$ cat src/rtl/ccff_chain_loader.sv
// Streams WORD_W-bit configuration words MSB-first into a tile's ccff chain,
// gating the chain clock so it advances exactly CHAIN_LEN times per load.
// Optional build macro CCFF_READBACK_EN adds rb_ones, a popcount of ccff_tail over the last load.
module ccff_chain_loader #(
  parameter int CHAIN_LEN = 48,
  parameter int WORD_W    = 32
) (
  input  logic              prog_clk,
  input  logic              prog_rst_n,
  input  logic              start,
  input  logic              abort,
  input  logic              s_valid,
  output logic              s_ready,
  input  logic [WORD_W-1:0] s_data,
  output logic              ccff_head,
  output logic              chain_clk_en,
  input  logic              ccff_tail,
  output logic              busy,
  output logic              done,
  output logic              aborted
`ifdef CCFF_READBACK_EN
  ,
  output logic [$clog2(CHAIN_LEN+1)-1:0] rb_ones
`endif
);

  localparam int TW = $clog2(CHAIN_LEN + 1);
  localparam int BW = (WORD_W > 1) ? $clog2(WORD_W) : 1;

  typedef enum logic [1:0] {IDLE, FETCH, SHIFT, DONE} state_t;

  state_t            state_q, state_d;
  logic [WORD_W-1:0] word_q, word_d;
  logic [BW-1:0]     bit_q, bit_d;
  logic [TW-1:0]     tot_q, tot_d;
  logic              head_d, en_d, abt_d;
  logic              last_bit, word_end, hs, start_acc;

  // tot_q is the load index of the bit currently on ccff_head while in SHIFT
  assign last_bit  = (tot_q == TW'(CHAIN_LEN - 1));
  assign word_end  = (bit_q == BW'(WORD_W - 1)) || last_bit;
  // abort masks ready so a word is never consumed by a load that is being dropped
  assign s_ready   = !abort && ((state_q == FETCH) ||
                                (state_q == SHIFT && word_end && !last_bit));
  assign hs        = s_valid && s_ready;
  assign start_acc = (state_q == IDLE) && start;
  assign busy      = (state_q != IDLE);
  assign done      = (state_q == DONE);

  always_comb begin
    state_d = state_q;
    word_d  = word_q;
    bit_d   = bit_q;
    tot_d   = tot_q;
    head_d  = ccff_head;
    en_d    = 1'b0;
    abt_d   = 1'b0;
    case (state_q)
      IDLE: begin
        if (start) begin
          state_d = FETCH;
          tot_d   = '0;
          bit_d   = '0;
        end
      end
      FETCH: begin
        if (abort) begin
          state_d = IDLE;
          abt_d   = 1'b1;
        end else if (hs) begin
          head_d  = s_data[WORD_W-1];
          word_d  = s_data << 1;
          bit_d   = '0;
          en_d    = 1'b1;
          state_d = SHIFT;
        end
      end
      SHIFT: begin
        if (tot_q != TW'(CHAIN_LEN)) tot_d = tot_q + TW'(1);
        if (abort) begin
          state_d = IDLE;
          abt_d   = 1'b1;
        end else if (last_bit) begin
          state_d = DONE;
        end else if (word_end) begin
          bit_d = '0;
          if (hs) begin
            // prefetched word: first bit follows with no enable bubble
            head_d = s_data[WORD_W-1];
            word_d = s_data << 1;
            en_d   = 1'b1;
          end else begin
            state_d = FETCH;
          end
        end else begin
          head_d = word_q[WORD_W-1];
          word_d = word_q << 1;
          bit_d  = bit_q + BW'(1);
          en_d   = 1'b1;
        end
      end
      DONE: state_d = IDLE;
      default: state_d = IDLE;
    endcase
  end

  always_ff @(posedge prog_clk or negedge prog_rst_n) begin
    if (!prog_rst_n) begin
      state_q      <= IDLE;
      word_q       <= '0;
      bit_q        <= '0;
      tot_q        <= '0;
      ccff_head    <= 1'b0;
      chain_clk_en <= 1'b0;
      aborted      <= 1'b0;
    end else begin
      state_q      <= state_d;
      word_q       <= word_d;
      bit_q        <= bit_d;
      tot_q        <= tot_d;
      ccff_head    <= head_d;
      chain_clk_en <= en_d;
      aborted      <= abt_d;
    end
  end

`ifdef CCFF_READBACK_EN
  // every enabled cycle pops one old bit out of the tail
  always_ff @(posedge prog_clk or negedge prog_rst_n) begin
    if (!prog_rst_n)                   rb_ones <= '0;
    else if (start_acc)                rb_ones <= '0;
    else if (chain_clk_en && ccff_tail) rb_ones <= rb_ones + TW'(1);
  end
`else
  logic unused_tail;
  assign unused_tail = ccff_tail ^ start_acc;
`endif

endmodule

$ cat config.mk
export PLATFORM = sky130hd
export DESIGN_NAME = ccff_chain_loader
export DESIGN_NICKNAME = d
export VERILOG_FILES = /design/src/rtl/ccff_chain_loader.sv
export SDC_FILE = /design/constraint.sdc
export NUM_CORES = 1
export LEC_CHECK = 0
export CAP_MARGIN = 25
export CORE_MARGIN = 2
export CORE_UTILIZATION = 40
export CTS_BUF_LIST = sky130_fd_sc_hd__clkbuf_4
export CTS_CLUSTER_DIAMETER = 100
export DETAILED_ROUTE_END_ITERATION = 6
export SYNTH_ARGS = -nofsm -noshare
export SYNTH_HDL_FRONTEND = slang
export SYNTH_SLANG_ARGS = --single-unit
$ cat constraint.sdc
create_clock -name prog_clk -period 2.95 [get_ports prog_clk]
set_input_delay 0.295 -clock prog_clk [delete_from_list [all_inputs] [get_ports prog_clk]]
set_output_delay 0.295 -clock prog_clk [all_outputs]
set_load 0.1 [all_outputs]
==> results of run 1 <==
-- power groups by stage --
stage | registers (mW) | clock network [mW] | logic [mW]
2_1_floorplan | 1.16 | 0 | 0.906
3_3_place_gp | 1.08 | 0 | 1.23
3_5_place_dp | 1.09 | 0 | 1.24
4_1_cts | 1.08 | 0.313 | 1.25
5_1_grt | 1.11 | 0.338 | 1.33
6_report | 1.07 | 0.292 | 1.23
-- critical path, cell delays in order (launching register included) --
cell	delay (ns)
dfrtp_1	0.43
ha_1	0.24
and3_1	0.19
ha_1	0.22
nand2b_1	0.20
a21oi_4	0.13
buf_4	0.31
mux2_2	0.37
mux2_2	0.26
-- layer usage --
layer	up-vias	GRT usage [%]	wire, µm
met2	35	21.9	2180
met3	9	3.41	177
met4	0	4.34	76
met1	843	17.6	2250
met5	-	0	0
li1	845	-	-
-- cell families after synthesis --
logic type / count (synthesis) / share of synthesized area [%]
buf+inv: 18 / 3.65
fa+ha+maj: 9 / 4.06
mux: 68 / 33.7
simple gates: 38 / 7.53
compound gates: 28 / 7.71
flops: 48 / 43.3
-- Yosys cell counts --
master | count | area, µm²
o41ai_1 | 1 | 8.76
nor3_1 | 1 | 5.00
clkbuf_1 | 1 | 3.75
nand4_1 | 1 | 6.26
nand4b_1 | 1 | 8.76
o31ai_1 | 1 | 7.51
o21ai_1 | 1 | 5.00
inv_1 | 9 | 33.8
or2_1 | 2 | 12.5
o21ai_0 | 10 | 50.1
nand2b_1 | 6 | 37.5
o32a_1 | 1 | 10.0
and2_1 | 2 | 12.5
mux2_4 | 46 | 691
nand2_1 | 10 | 37.5
o22a_1 | 2 | 17.5
a31oi_1 | 5 | 31.3
nor2_1 | 5 | 18.8
o21bai_2 | 1 | 11.3
buf_6 | 3 | 33.8
mux2i_1 | 2 | 20.0
nand3_1 | 3 | 15.0
nor2b_1 | 2 | 12.5
nand3b_1 | 1 | 7.51
o221ai_2 | 1 | 15.0
and3_1 | 1 | 6.26
o211ai_2 | 1 | 12.5
a21oi_4 | 2 | 32.5
mux2_2 | 19 | 214
dfrtp_1 | 48 | 1200
nor4b_1 | 1 | 8.76
ha_1 | 9 | 113
buf_4 | 2 | 15.0
buf_2 | 3 | 15.0
o21a_1 | 1 | 7.51
and4b_4 | 1 | 13.8
a21oi_1 | 1 | 5.00
mux2_1 | 1 | 11.3
nor4_1 | 1 | 6.26
-- cells in the final DEF, fill, tap and decap left out, types with 2 or more instances in the layout --
cell type / synthesis / routed
a21oi_4: 2 / 2
a31oi_1: 5 / 5
and2_1: 2 / 2
buf_4: 2 / 10
clkbuf_4: 0 / 6
clkdlybuf4s50_1: 0 / 35
dfrtp_1: 48 / 48
ha_1: 9 / 9
inv_1: 9 / 9
mux2_2: 19 / 19
mux2_4: 46 / 46
mux2i_1: 2 / 2
nand2_1: 10 / 10
nand2b_1: 6 / 6
nand3_1: 3 / 3
nor2_1: 5 / 5
nor2b_1: 2 / 2
o21ai_0: 10 / 10
o22a_1: 2 / 2
or2_1: 2 / 2
-- final timing paths --
| check | from | end | slack, ns | cells after the start |
|---|---|---|---|---|
| min in group prog_clk | word_q[31] | word_q[31] | 0.52 | 1 |
| max | bit_q[0] | word_q[26] | 0.49 | 8 |
| max in group asynchronous | prog_rst_n | word_q[31] | 1.78 | 3 |
| min reg2reg | word_q[31] | word_q[31] | 0.52 | 1 |
| max reg2reg | bit_q[0] | word_q[26] | 0.49 | 8 |
| min | prog_rst_n | tot_q[2] | 0.41 | 2 |
-- layout make-up --
cell class,instances,area (µm²),area share (%)
clock buffers,6,45.0,1.36
clock inverters,1,5.00,0.151
inverters,9,33.8,1.02
multi-input cells,143,1470,44.4
flip-flops and latches,48,1200,36.2
well taps,80,100,3.02
repair buffers,48,460,13.9
-- state kept, by name (all words and copies together), names as in the netlist --
register / count
aborted: 1
bit_q: 5
ccff_head: 1
chain_clk_en: 1
state_q: 2
tot_q: 6
word_q: 32
-- metrics by stage --
stage	cell area (µm²)	std cells	utilization [%]	total power [mW]	hold WS [ns]
after CTS	3320	335	49.1	2.64	0.410
after floorplan	2770	209	-	2.07	-0.000591
final	3320	335	49.1	2.59	0.413
after detailed placement	3260	327	48.2	2.33	0.268
after global routing	3320	335	49.1	2.78	0.412
after global placement	3260	327	48.2	2.31	0.265
-- what timing repair did --
action                                  CTS  global route
endpoints found under the setup margin    0             0
hold buffers                              1             0
endpoints found under the hold margin    17             0
==> results by group, run 1 <==
Timing
  • # setup viols final: 0
  • Max Freq: 406 MHz
  • Slew Viols, Final: 0
  • Final WS setup: 0.488 ns
  • Final hold violation count: 0
  • Worst-Margin Slew: ~0.45 ns
  • Total Negative Setup Slacks: 0 ns
  • Rel. slew slack: between 60% and 70%
  • Tmin final: around 2.5 ns
  • Fin Clk Skew: 0.00330 ns
  • Crit share post-route: a little over four fifths
  • Unrepaired setup endpoints after global routing: no

Global route
  • GRT Util Overall: between 10% and 20%
  • Initial antenna violation count: 0
  • Largest net degree at the start of global routing: 34
  • First-pass GRT wire length: approximately 8100 µm
  • Vias in the first global route: approximately 1700
  • Grt ovf: 0

Run
  • Maxcap violations: 0

Logic synthesis
  • Syn_area_per_cell: approximately 13 µm²
  • Cell variety after synth: 39
  • Number of cells produced by synthesis: 209
  • Post-synthesis register bit count: 48
  • Syn nets: roughly 260
  • Mapped Area: ~2800 µm²
  • Ys Warns: 0
  • Register area share after synthesis: between 40% and 50%

Pwr
  • Comb pwr share: a little under half
  • Leak: 1.45 nW
  • Clock share of power: between 10% and 20%
  • Psw: about 0.94 mW
  • Worst vdd ir: ~340 µV
  • Cell Pwr Density: around 780 nW/µm²
  • Switching Share: a little over a third
  • P_int: between 1.5 and 2 mW
  • Seq pwr share: around two fifths

Layout
  • Layout net count: slightly above 300
  • Fillers: approximately 630
  • Area growth from synthesis to layout: 19.6%
  • Diodes inserted: 0
  • Fraction of layout cells with a size suffix above 1: about a third

Clocking
  • Clock Path Buffers: 2
  • Post-cts resize count: 0
  • Clock-pin slew on the worst setup and hold paths: ~0.13 ns
  • CTS sink cnt: between 40 and 50
  • TritonCTS Buffers: 5
  • CTS H-tree lvls: 2
  • Post-CTS Setup Bufs: 0
  • CTS tree: done
  • Root Driver: clkbuf_4
  • Clock Latency Late Sink: ~0.35 ns

Route
  • Vias per cell: about 5.2
  • Drt drc: 0
  • WL final: around 4700 µm
  • WL per Instance: about 14 µm
  • Remaining antenna violation count: 0
  • DR vias: around 1700
  • Drt pass-1 iters: 4
  • Drt initial violations: approximately 80

Place
  • Port bufs: 42
  • Post-DP HPWL: around 3300 µm
  • Place WS: approximately 0.5 ns
  • Gpl congestion: 0.803

Floorplanning
  • Initial Util: between 40% and 50%
  • Core area: about 6800 µm²
  • # IOs: 44
  • Std cell rows: 30
  • Die Y: just under 90 µm
  • Die width: a little under 90 µm
  • Die area: about 7600 µm²

Critical path
  • Req. time, crit path: about 3.2 ns
  • Worst Path Max Fanout: 18
  • CP endpoint kind: register
  • Critical setup path kind: register to register
  • WP data arrival: 2.71 ns
  • Startpoint Class: register

Status
  • Status: complete, no violations

Hold path
  • HP Class: input pin to async pin
No activity file was read; power rests on OpenSTA's default activity.
==> run 2, diff against run 1 <==
Clock period 2.95 ns to 2 ns, I/O delays scaled along.
==> results by group, run 2 (synthesis gave the netlist of run 1 again) <==
Critical path
  • Most frequent CP cell: mux2_4
  • Req. time, crit path: approximately 2.3 ns
  • CP endpoint kind: register
  • Startpoint Class: register
  • R2r endpoint: word_q[29]
  • Critical setup path kind: register to register
  • Critical-path cell list: ha_2 > and3_4 > ha_4 > nand2b_4 > a21oi_4 > buf_12 > clkbuf_16 > mux2_4 > mux2_4
  • Setup crit start: bit_q[1]
  • Worst reg2reg path startpoint: bit_q[1]
  • FF-to-FF setup slack: -0.18 ns
  • FF-to-FF path depth: 9
  • WP data arrival: 2.44 ns
  • Critical path's slowest cell: dfrtp_1
  • Crit path to: word_q[29]
  • CP max stage delay: between 0.4 and 0.5 ns
  • Worst Path Max Fanout: 5

Route
  • Remaining antenna violation count: 0
  • M1 wire length: between 2000 and 3000 µm
  • Vias per cell: around 5.0
  • WL final: around 5500 µm
  • WL per Instance: between 15 and 20 µm
  • Routed met2 length: 2540 µm
  • Drt pass-1 iters: 3
  • Drt initial violations: 37
  • Drt drc: 0
  • Highest routed layer: met4
  • DR vias: roughly 1800
  • Routed length on met3: 193 µm

Timing
  • Crit share post-route: 109%
  • Worst-Margin Slew: 0.524 ns
  • Final WS setup: -0.184 ns
  • Final hold violation count: 0
  • Max Freq: about 460 MHz
  • # setup viols final: 32
  • Fin Clk Skew: 0.0162 ns
  • Tmin final: between 2 and 2.5 ns
  • Rel. slew slack: approximately two thirds
  • Unrepaired setup endpoints after global routing: yes
  • Slew Viols, Final: 0

Clocking
  • CTS tree: done
  • TritonCTS Buffers: 5
  • Clock Latency Late Sink: 0.37 ns
  • Clock Path Buffers: 2
  • Clock-pin slew on the worst setup and hold paths: 0.15 ns
  • CTS H-tree lvls: 2
  • CTS sink cnt: 48
  • Root Driver: clkbuf_4

Global route
  • Initial antenna violation count: 0
  • Largest net degree at the start of global routing: 29
  • First-pass GRT wire length: about 8900 µm
  • Vias in the first global route: 1822
  • Grt ovf: 0
  • GRT Util Overall: between 10% and 20%

Status
  • Status: finished with violations
  • Failing checks: negative setup slack

Pwr
  • Cell Pwr Density: 1160 nW/µm²
  • Leak: between 1.5 and 2 nW
  • Total Power: roughly 4.4 mW
  • Worst vdd ir: ~500 µV

Layout
  • Top register by number of flip-flops: word_q
  • Layout net count: 329
  • Diodes inserted: 0
  • Regs by FF count: word_q (32), tot_q (6), bit_q (5)
  • Fillers: about 580
  • Non-filler cells, final: between 300 and 400
  • Commonest non-fill, non-tap cells in the layout: 62 x mux2_4, 48 x dfrtp_1, 35 x clkdlybuf4s50_1
  • Area growth from synthesis to layout: 36.6%
  • Max reg flops: 32
  • Commonest non-fill, non-tap cell in the layout: mux2_4
  • Fraction of layout cells with a size suffix above 1: a little under half

Floorplanning
  • Std cell rows: 30
  • Die area: approximately 7600 µm²
  • Die Y: about 87 µm
  • Core area: approximately 6800 µm²
  • Initial Util: 41.1%
  • # IOs: 44
  • Die width: between 80 and 90 µm

Place
  • Post-DP HPWL: between 3000 and 4000 µm
  • Placed cell count: 344
  • Gpl congestion: 0.809
  • Port bufs: between 40 and 50

Hold path
  • HP Class: input pin to async pin

Run
  • Maxcap violations: 0
==> run 2: layout make-up <==
cell class,instances,area [µm²],area share (%)
clock inverters,1,5.00,0.132
clock buffers,6,45.0,1.19
repair buffers,75,821,21.7
multi-input cells,143,1580,41.8
well taps,80,100,2.64
inverters,9,33.8,0.892
flip-flops and latches,48,1200,31.7
==> run 2: worst min-delay path by stage <==
stage	start	end	slack, ns	cells after the start
floorplan	prog_rst_n	aborted	-0.1	0
global placement	prog_rst_n	aborted	0.21	1
detailed placement	prog_rst_n	aborted	0.21	1
CTS	prog_rst_n	aborted	0.33	2
global route	prog_rst_n	aborted	0.37	2
finish	prog_rst_n	aborted	0.32	2
==> run 2: critical path: cells and delay by family, from the launching register on <==
family,cells,cell delay [ns]
fa+ha+maj,2,0.36
compound gates,1,0.15
mux,2,0.56
buf+inv,2,0.31
flops,1,0.41
simple gates,2,0.30
==> run 2: what timing repair did <==
item | in CTS | in global routing
hold buffers | 1 | 0
hold endpoints to repair | 20 | 0
endpoints found under the setup margin | 33 | 34
cloned | 2 | 2
resized for setup | 10 | 7
buffers inserted | 3 | 3
pin swaps | 2 | 2
==> run 2: report_power, final <==
part | internal [mW] | switching, mW | leakage [nW]
sequential | 1.36 | 0.230 | 0.597
clock | 0.144 | 0.313 | 0.0315
combinational | 1.34 | 1.01 | 1.06
total | 2.84 | 1.55 | 1.69
==> run 2: stage by stage <==
stage,instance area (µm²),TNS [ns],util (%),hold WS [ns],worst slack [ns]
finish,3790,-4.60,56.1,0.317,-0.184
detailed placement,3500,-4.65,51.9,0.209,-0.182
global route,3790,-6.79,56.1,0.372,-0.251
CTS,3680,-4.62,54.5,0.330,-0.159
floorplan,2840,-2.67,-,-0.0956,-0.0994
global placement,3500,-3.88,51.9,0.210,-0.152
==> run 2: layer usage <==
| metal | track usage, % | vias to the layer above |
|---|---|---|
| met1 | 20.9 | 877 |
| met4 | 4.62 | 0 |
| met2 | 23.1 | 33 |
| met3 | 3.13 | 9 |
| met5 | 0 | - |
| li1 | - | 898 |
